--- src/rtl/servo_pwm_gen_if.sv ---
// Servo PWM generator signal bundle: command/strobe inputs and frame outputs.
interface servo_pwm_gen_if;
  logic       clk_en;
  logic       enable;
  logic [7:0] duty_in;
  logic       duty_valid;
  logic       pwm_out;
  logic       period_start;
  logic [7:0] duty_applied;
  logic       wd_timeout;

  modport master (
    output clk_en, enable, duty_in, duty_valid,
    input  pwm_out, period_start, duty_applied, wd_timeout
  );

  modport slave (
    input  clk_en, enable, duty_in, duty_valid,
    output pwm_out, period_start, duty_applied, wd_timeout
  );
endinterface

--- src/rtl/servo_pwm_gen.sv ---
// Servo PWM generator: framed pulse output with clamped, slew-limited pulse
// width and a command watchdog that falls back to the neutral width.
module servo_pwm_gen #(
  parameter int unsigned PERIOD_TICKS = 2000,
  parameter int unsigned DUTY_MIN     = 100,
  parameter int unsigned DUTY_MAX     = 200,
  parameter int unsigned DUTY_NEUTRAL = 150,
  parameter int unsigned MAX_STEP     = 4,
  parameter int unsigned WD_PERIODS   = 10
) (
  input logic           clk,
  input logic           reset_n,
  servo_pwm_gen_if.slave bus
);

  localparam int unsigned CW = (PERIOD_TICKS > 1) ? $clog2(PERIOD_TICKS) : 1;
  localparam int unsigned WW = $clog2(WD_PERIODS + 1);

  localparam logic [CW-1:0] LAST_COUNT = CW'(PERIOD_TICKS - 1);
  localparam logic [7:0]    MIN8       = 8'(DUTY_MIN);
  localparam logic [7:0]    MAX8       = 8'(DUTY_MAX);
  localparam logic [7:0]    NEUTRAL8   = 8'(DUTY_NEUTRAL);
  localparam logic [8:0]    STEP9      = 9'(MAX_STEP);
  localparam logic [7:0]    STEP8      = 8'(MAX_STEP);
  localparam logic [WW-1:0] WD_MAX     = WW'(WD_PERIODS);

  typedef enum logic {IDLE, RUN} state_t;

  state_t        state_q, state_d;
  logic [CW-1:0] count_q, count_d;
  logic          pwm_q, pwm_d;
  logic          pstart_q, pstart_d;
  logic [7:0]    applied_q, applied_d;
  logic [7:0]    target_q, target_d;
  logic [WW-1:0] wd_q, wd_d;
  logic          wdto_q, wdto_d;

  logic [7:0]    clamped;
  logic          boundary;
  logic [WW-1:0] wd_inc;
  logic [8:0]    tgt9, app9, diff9;
  logic [7:0]    step8;

  // Clamp the incoming command into [DUTY_MIN, DUTY_MAX] (unsigned 8-bit compare).
  always_comb begin
    clamped = bus.duty_in;
    if (bus.duty_in < MIN8)      clamped = MIN8;
    else if (bus.duty_in > MAX8) clamped = MAX8;
  end

  // Next-state, frame counter, watchdog and slew-limited pulse width.
  always_comb begin
    state_d   = state_q;
    count_d   = count_q;
    applied_d = applied_q;
    target_d  = target_q;
    wd_d      = wd_q;
    wdto_d    = wdto_q;
    pstart_d  = 1'b0;
    boundary  = 1'b0;
    wd_inc    = wd_q + WW'(1);
    tgt9      = '0;
    app9      = '0;
    diff9     = '0;
    step8     = '0;

    unique case (state_q)
      IDLE: begin
        count_d   = '0;
        applied_d = NEUTRAL8;
        target_d  = NEUTRAL8;
        wd_d      = '0;
        wdto_d    = 1'b0;
        if (bus.enable) begin
          state_d  = RUN;
          pstart_d = 1'b1;
        end
      end

      RUN: begin
        if (!bus.enable) begin
          state_d   = IDLE;
          count_d   = '0;
          applied_d = NEUTRAL8;
          target_d  = NEUTRAL8;
          wd_d      = '0;
          wdto_d    = 1'b0;
        end else begin
          if (bus.clk_en) begin
            if (count_q == LAST_COUNT) begin
              count_d  = '0;
              boundary = 1'b1;
            end else begin
              count_d = count_q + CW'(1);
            end
          end

          // A command on the boundary clk is the target for that boundary's step.
          if (bus.duty_valid) begin
            target_d = clamped;
            wd_d     = '0;
            wdto_d   = 1'b0;
          end else if (boundary && (wd_q != WD_MAX)) begin
            wd_d = wd_inc;
            if (wd_inc == WD_MAX) begin
              target_d = NEUTRAL8;
              wdto_d   = 1'b1;
            end
          end

          if (boundary) begin
            pstart_d = 1'b1;
            tgt9     = {1'b0, target_d};
            app9     = {1'b0, applied_q};
            if (tgt9 > app9) begin
              diff9     = tgt9 - app9;
              step8     = (diff9 > STEP9) ? STEP8 : diff9[7:0];
              applied_d = applied_q + step8;
            end else if (tgt9 < app9) begin
              diff9     = app9 - tgt9;
              step8     = (diff9 > STEP9) ? STEP8 : diff9[7:0];
              applied_d = applied_q - step8;
            end
          end
        end
      end

      default: state_d = IDLE;
    endcase

    pwm_d = (state_d == RUN) && (32'(count_d) < 32'(applied_d));
  end

  // State and datapath registers with asynchronous active-low reset.
  always_ff @(posedge clk or negedge reset_n) begin
    if (!reset_n) begin
      state_q   <= IDLE;
      count_q   <= '0;
      pwm_q     <= 1'b0;
      pstart_q  <= 1'b0;
      applied_q <= NEUTRAL8;
      target_q  <= NEUTRAL8;
      wd_q      <= '0;
      wdto_q    <= 1'b0;
    end else begin
      state_q   <= state_d;
      count_q   <= count_d;
      pwm_q     <= pwm_d;
      pstart_q  <= pstart_d;
      applied_q <= applied_d;
      target_q  <= target_d;
      wd_q      <= wd_d;
      wdto_q    <= wdto_d;
    end
  end

  assign bus.pwm_out      = pwm_q;
  assign bus.period_start = pstart_q;
  assign bus.duty_applied = applied_q;
  assign bus.wd_timeout   = wdto_q;

endmodule

--- src/flat_wrapper.sv ---
// flat-port wrapper written by rule: the top's interface ports become plain ports
module servo_pwm_gen_flat 
#(
  parameter int unsigned PERIOD_TICKS = 2000,
  parameter int unsigned DUTY_MIN     = 100,
  parameter int unsigned DUTY_MAX     = 200,
  parameter int unsigned DUTY_NEUTRAL = 150,
  parameter int unsigned MAX_STEP     = 4,
  parameter int unsigned WD_PERIODS   = 10
)
  (clk, reset_n, bus_clk_en, bus_enable, bus_duty_in, bus_duty_valid, bus_pwm_out, bus_period_start, bus_duty_applied, bus_wd_timeout);
  servo_pwm_gen_if bus_i ();
  input logic clk;
  input logic reset_n;
  input wire logic [$bits(bus_i.clk_en)-1:0] bus_clk_en;
  input wire logic [$bits(bus_i.enable)-1:0] bus_enable;
  input wire logic [$bits(bus_i.duty_in)-1:0] bus_duty_in;
  input wire logic [$bits(bus_i.duty_valid)-1:0] bus_duty_valid;
  output wire logic [$bits(bus_i.pwm_out)-1:0] bus_pwm_out;
  output wire logic [$bits(bus_i.period_start)-1:0] bus_period_start;
  output wire logic [$bits(bus_i.duty_applied)-1:0] bus_duty_applied;
  output wire logic [$bits(bus_i.wd_timeout)-1:0] bus_wd_timeout;
  assign bus_i.clk_en = bus_clk_en;
  assign bus_i.enable = bus_enable;
  assign bus_i.duty_in = bus_duty_in;
  assign bus_i.duty_valid = bus_duty_valid;
  assign bus_pwm_out = bus_i.pwm_out;
  assign bus_period_start = bus_i.period_start;
  assign bus_duty_applied = bus_i.duty_applied;
  assign bus_wd_timeout = bus_i.wd_timeout;
  servo_pwm_gen #(.PERIOD_TICKS(PERIOD_TICKS), .DUTY_MIN(DUTY_MIN), .DUTY_MAX(DUTY_MAX), .DUTY_NEUTRAL(DUTY_NEUTRAL), .MAX_STEP(MAX_STEP), .WD_PERIODS(WD_PERIODS)) u_core (.clk(clk), .reset_n(reset_n), .bus(bus_i));
endmodule
--- config.mk ---
export PLATFORM = sky130hd
export DESIGN_NAME = servo_pwm_gen_flat
export DESIGN_NICKNAME = d
export VERILOG_FILES = /design/src/rtl/servo_pwm_gen_if.sv /design/src/rtl/servo_pwm_gen.sv /design/src/flat_wrapper.sv
export SDC_FILE = /design/constraint.sdc
export NUM_CORES = 1
export LEC_CHECK = 0
export ABC_CLOCK_PERIOD_IN_PS = 8700
export BUFFER_PORTS_ARGS = -buffer_cell sky130_fd_sc_hd__buf_4
export CORE_UTILIZATION = 35
export DETAILED_ROUTE_END_ITERATION = 12
export SYNTH_ARGS = -nofsm -noshare
export SYNTH_HDL_FRONTEND = slang
export SYNTH_SLANG_ARGS = --single-unit
--- constraint.sdc ---
create_clock -name clk -period 8.7 [get_ports clk]
set_input_delay 0.87 -clock clk [delete_from_list [all_inputs] [get_ports clk]]
set_output_delay 0.87 -clock clk [all_outputs]
set_load 0.005 [all_outputs]
==> flow_summary.toml <==
[run_status]
status = "finished, final reports clean"

[detailed_routing]
post_drt_via_cell_ratio = 5.47
ant_nets = 0
wirelength_um = 9410
routedWlPerCell_um = 15.8
drc = 0
vias = 3259
drt_iter0_markers = 146
drt_first_pass_iters = 4

[grt]
antenna_found_initial = 0
grt_pass1_wl_um = 16100
track_usage = 0.183
grt_pass1_vias = 3321
gr-total-overflow = 0
grt_max_degree = 36

[placed_design]
gp_congestion = 0.943
hpwl_um = 7510
dp_cells = 588
io_buffers = 23

[clock_network]
hold_buffers = 0
cts.sinks = 35
cts_max_path_buffers = 2
post-cts-setup-buffers = 0
clock_latency_ns = 0.28
cts_buffers = 5
cts_max_level = 2
ctsResizeCount = 0
cts_tree = "built"
path_clk_slew_ns = 0.07
root_buffer = "clkbuf_8"

[die]
die_h_um = 105
die_w_um = 105
rows = 37
start_util = 0.359
die-area_um2 = 10900
core_um2 = 10300
ios = 24

[logic_synthesis]
syn_area_um2 = 3690
yosysMostFrequentCell = "nor2_1"
synth-compound-area-share = 0.226
synthAdderAreaFrac = 0.151
synth.area.top_cells = "dfrtp_1, ha_1, dfstp_2"
synth.top_cell.area_share = 0.183
synth_edf_count = 0
synth_cell_types = 83
synth_top_family_by_area = "simple AND/OR/NAND/NOR gates"
synth_top_area_cell = "dfrtp_1"
synthMuxAreaShare = 0.0122
synthCells = 436
yosys.area_share.simple = 0.259
ys_seq_area_frac = 0.240
synth_ff_type = "dfrtp_1"
synth-async-reset-ratio = 1.00
yosysWarnings = 0
synth_xor_area_frac = 0.0543
synthTopCellsByCount = "nor2_1, ha_1, nand2_1"
synth_seq_cells = 35
avgSynthCellArea_um2 = 8.46

[worst_setup_path]
worstPathRequired_ns = 8.93
slowest_delay_ns = 0.52
path_class = "flop to flop"
arrival_ns = 7.69
critPathTopFamily = "simple AND/OR/NAND/NOR gates"
worstSetupEndpointType = "flop"
crit_top_cell = "ha_1"
startpoint_type = "flop"
crit_path_max_fanout = 7
rrSetupSlack_ns = 1.24
worst_path_max_delay_cell = "or4b_4"
crit_buf_inv = 3

[timing]
drv_slew = 0
min_period_over_period = 0.858
clock.fmax_ghz = 0.134
finalHoldViolCount = 0
setup_tns_ns = 0
grt_setup_unrepaired = "false"
setup_viol = 0
slew_headroom = 0.560
skew_ns = 0.00446
tightest_slew_ns = 0.655
post-route-min-period_ns = 7.46

[finish]
drive_gt1_frac = 0.141
antenna_cells = 0
area_growth_pct = 10.4
layoutNonFillerInstCount = 596
fin_nets = 514

[pwr]
peakVddDrop_uv = 55.9
powerDensity_nw_per_um2 = 102
p_leak_nw = 1.78

[worst_hold_path]
hp-class = "flop to flop"

[job]
maxCapViolCount = 0
[through the flow]
step	utilization	power [mW]	cell area (um2)	hold WS, ns	setup WS, ns
2_1_floorplan	-	0.259	3710	0.464	1.91
3_3_place_gp	0.386	0.286	3970	0.504	1.19
3_5_place_dp	0.386	0.287	3970	0.501	1.03
4_1_cts	0.396	0.419	4070	0.513	1.19
5_1_grt	0.396	0.440	4070	0.528	0.695
6_report	0.396	0.414	4070	0.510	1.24
[where the power goes]
group	total (mW)	leakage, nW	internal, mW	switching (mW)
Sequential	0.167	0.454	0.166	0.00107
Clock	0.128	0.0515	0.0722	0.0557
Combinational	0.119	1.27	0.0458	0.0731
[area by class of cell]
type	count	area (um2)
fill	1087	6210
sequential	35	886
tap	136	170
clock buffer	8	100
timing repair buffer	23	173
multi-input combinational	362	2620
inverter	32	120
[sequential cells by signal (all words and copies together) (netlist names)]
| name | cells |
|---|---|
| u_core.state_q | 1 |
| u_core.bus.period_start | 1 |
| u_core.wd_q | 4 |
| u_core.count_q | 11 |
| u_core.bus.duty_applied | 8 |
| u_core.bus.pwm_out | 1 |
| u_core.bus.wd_timeout | 1 |
| u_core.target_q | 8 |
[worst paths after layout]
| check | cells past startpoint | end | from |
|---|---|---|---|
| min in group asynchronous | 1 | u_core.wd_q[0] | reset_n |
| max in group asynchronous | 1 | u_core.bus.duty_applied[1] | reset_n |
| setup reg to reg | 32 | u_core.bus.pwm_out | u_core.wd_q[0] |
| setup / recovery | 32 | u_core.bus.pwm_out | u_core.wd_q[0] |
| hold reg to reg | 1 | u_core.bus.period_start | u_core.state_q |
| hold / removal | 1 | u_core.bus.period_start | u_core.state_q |
[layout by cell type, fill, tap and decap left out, types with 3 or more instances in the layout]
| master | n |
|---|---|
| and3b_1 | 3 |
| o2111ai_1 | 3 |
| nor2b_1 | 12 |
| mux2i_1 | 3 |
| a211oi_1 | 4 |
| and2_1 | 5 |
| a31oi_1 | 4 |
| o211a_1 | 3 |
| nor4_1 | 3 |
| o211ai_1 | 5 |
| dfrtp_1 | 27 |
| a21oi_1 | 26 |
| nand4_1 | 6 |
| conb_1 | 8 |
| o21a_1 | 4 |
| nand3_1 | 12 |
| o22ai_1 | 3 |
| xor2_1 | 10 |
| a22o_1 | 4 |
| inv_1 | 31 |
| clkbuf_8 | 7 |
| and3_1 | 7 |
| a21o_1 | 5 |
| nor2_1 | 41 |
| o21ai_0 | 22 |
| dfstp_2 | 8 |
| nand2_1 | 33 |
| xnor2_1 | 11 |
| nor3b_1 | 6 |
| ha_1 | 38 |
| or2_1 | 3 |
| nand2b_1 | 6 |
| buf_4 | 23 |
| or2_2 | 3 |
| nor3_1 | 13 |
| fa_1 | 4 |
[routing by layer]
layer  GRT usage  vias up  part of all wire
met4      0.0352        0             0.011
met5           0        -                 0
met2       0.311       76              0.47
met3      0.0331       10             0.050
met1       0.242     1555              0.47
li1            -     1618                 -
[logic make-up (layout without fill, tap and decap cells)]
| family | after synthesis | count (layout) |
|---|---|---|
| AOI/OAI and AO/OA | 115 | 115 |
| xor gates and xnor gates | 22 | 22 |
| adders and majority gates | 42 | 42 |
| buffers and inverters | 45 | 63 |
| DFF | 35 | 35 |
| muxes | 4 | 4 |
| other | 2 | 8 |
| and+or+nand+nor | 171 | 171 |
Note: power is estimated with default switching activity, not from simulation.
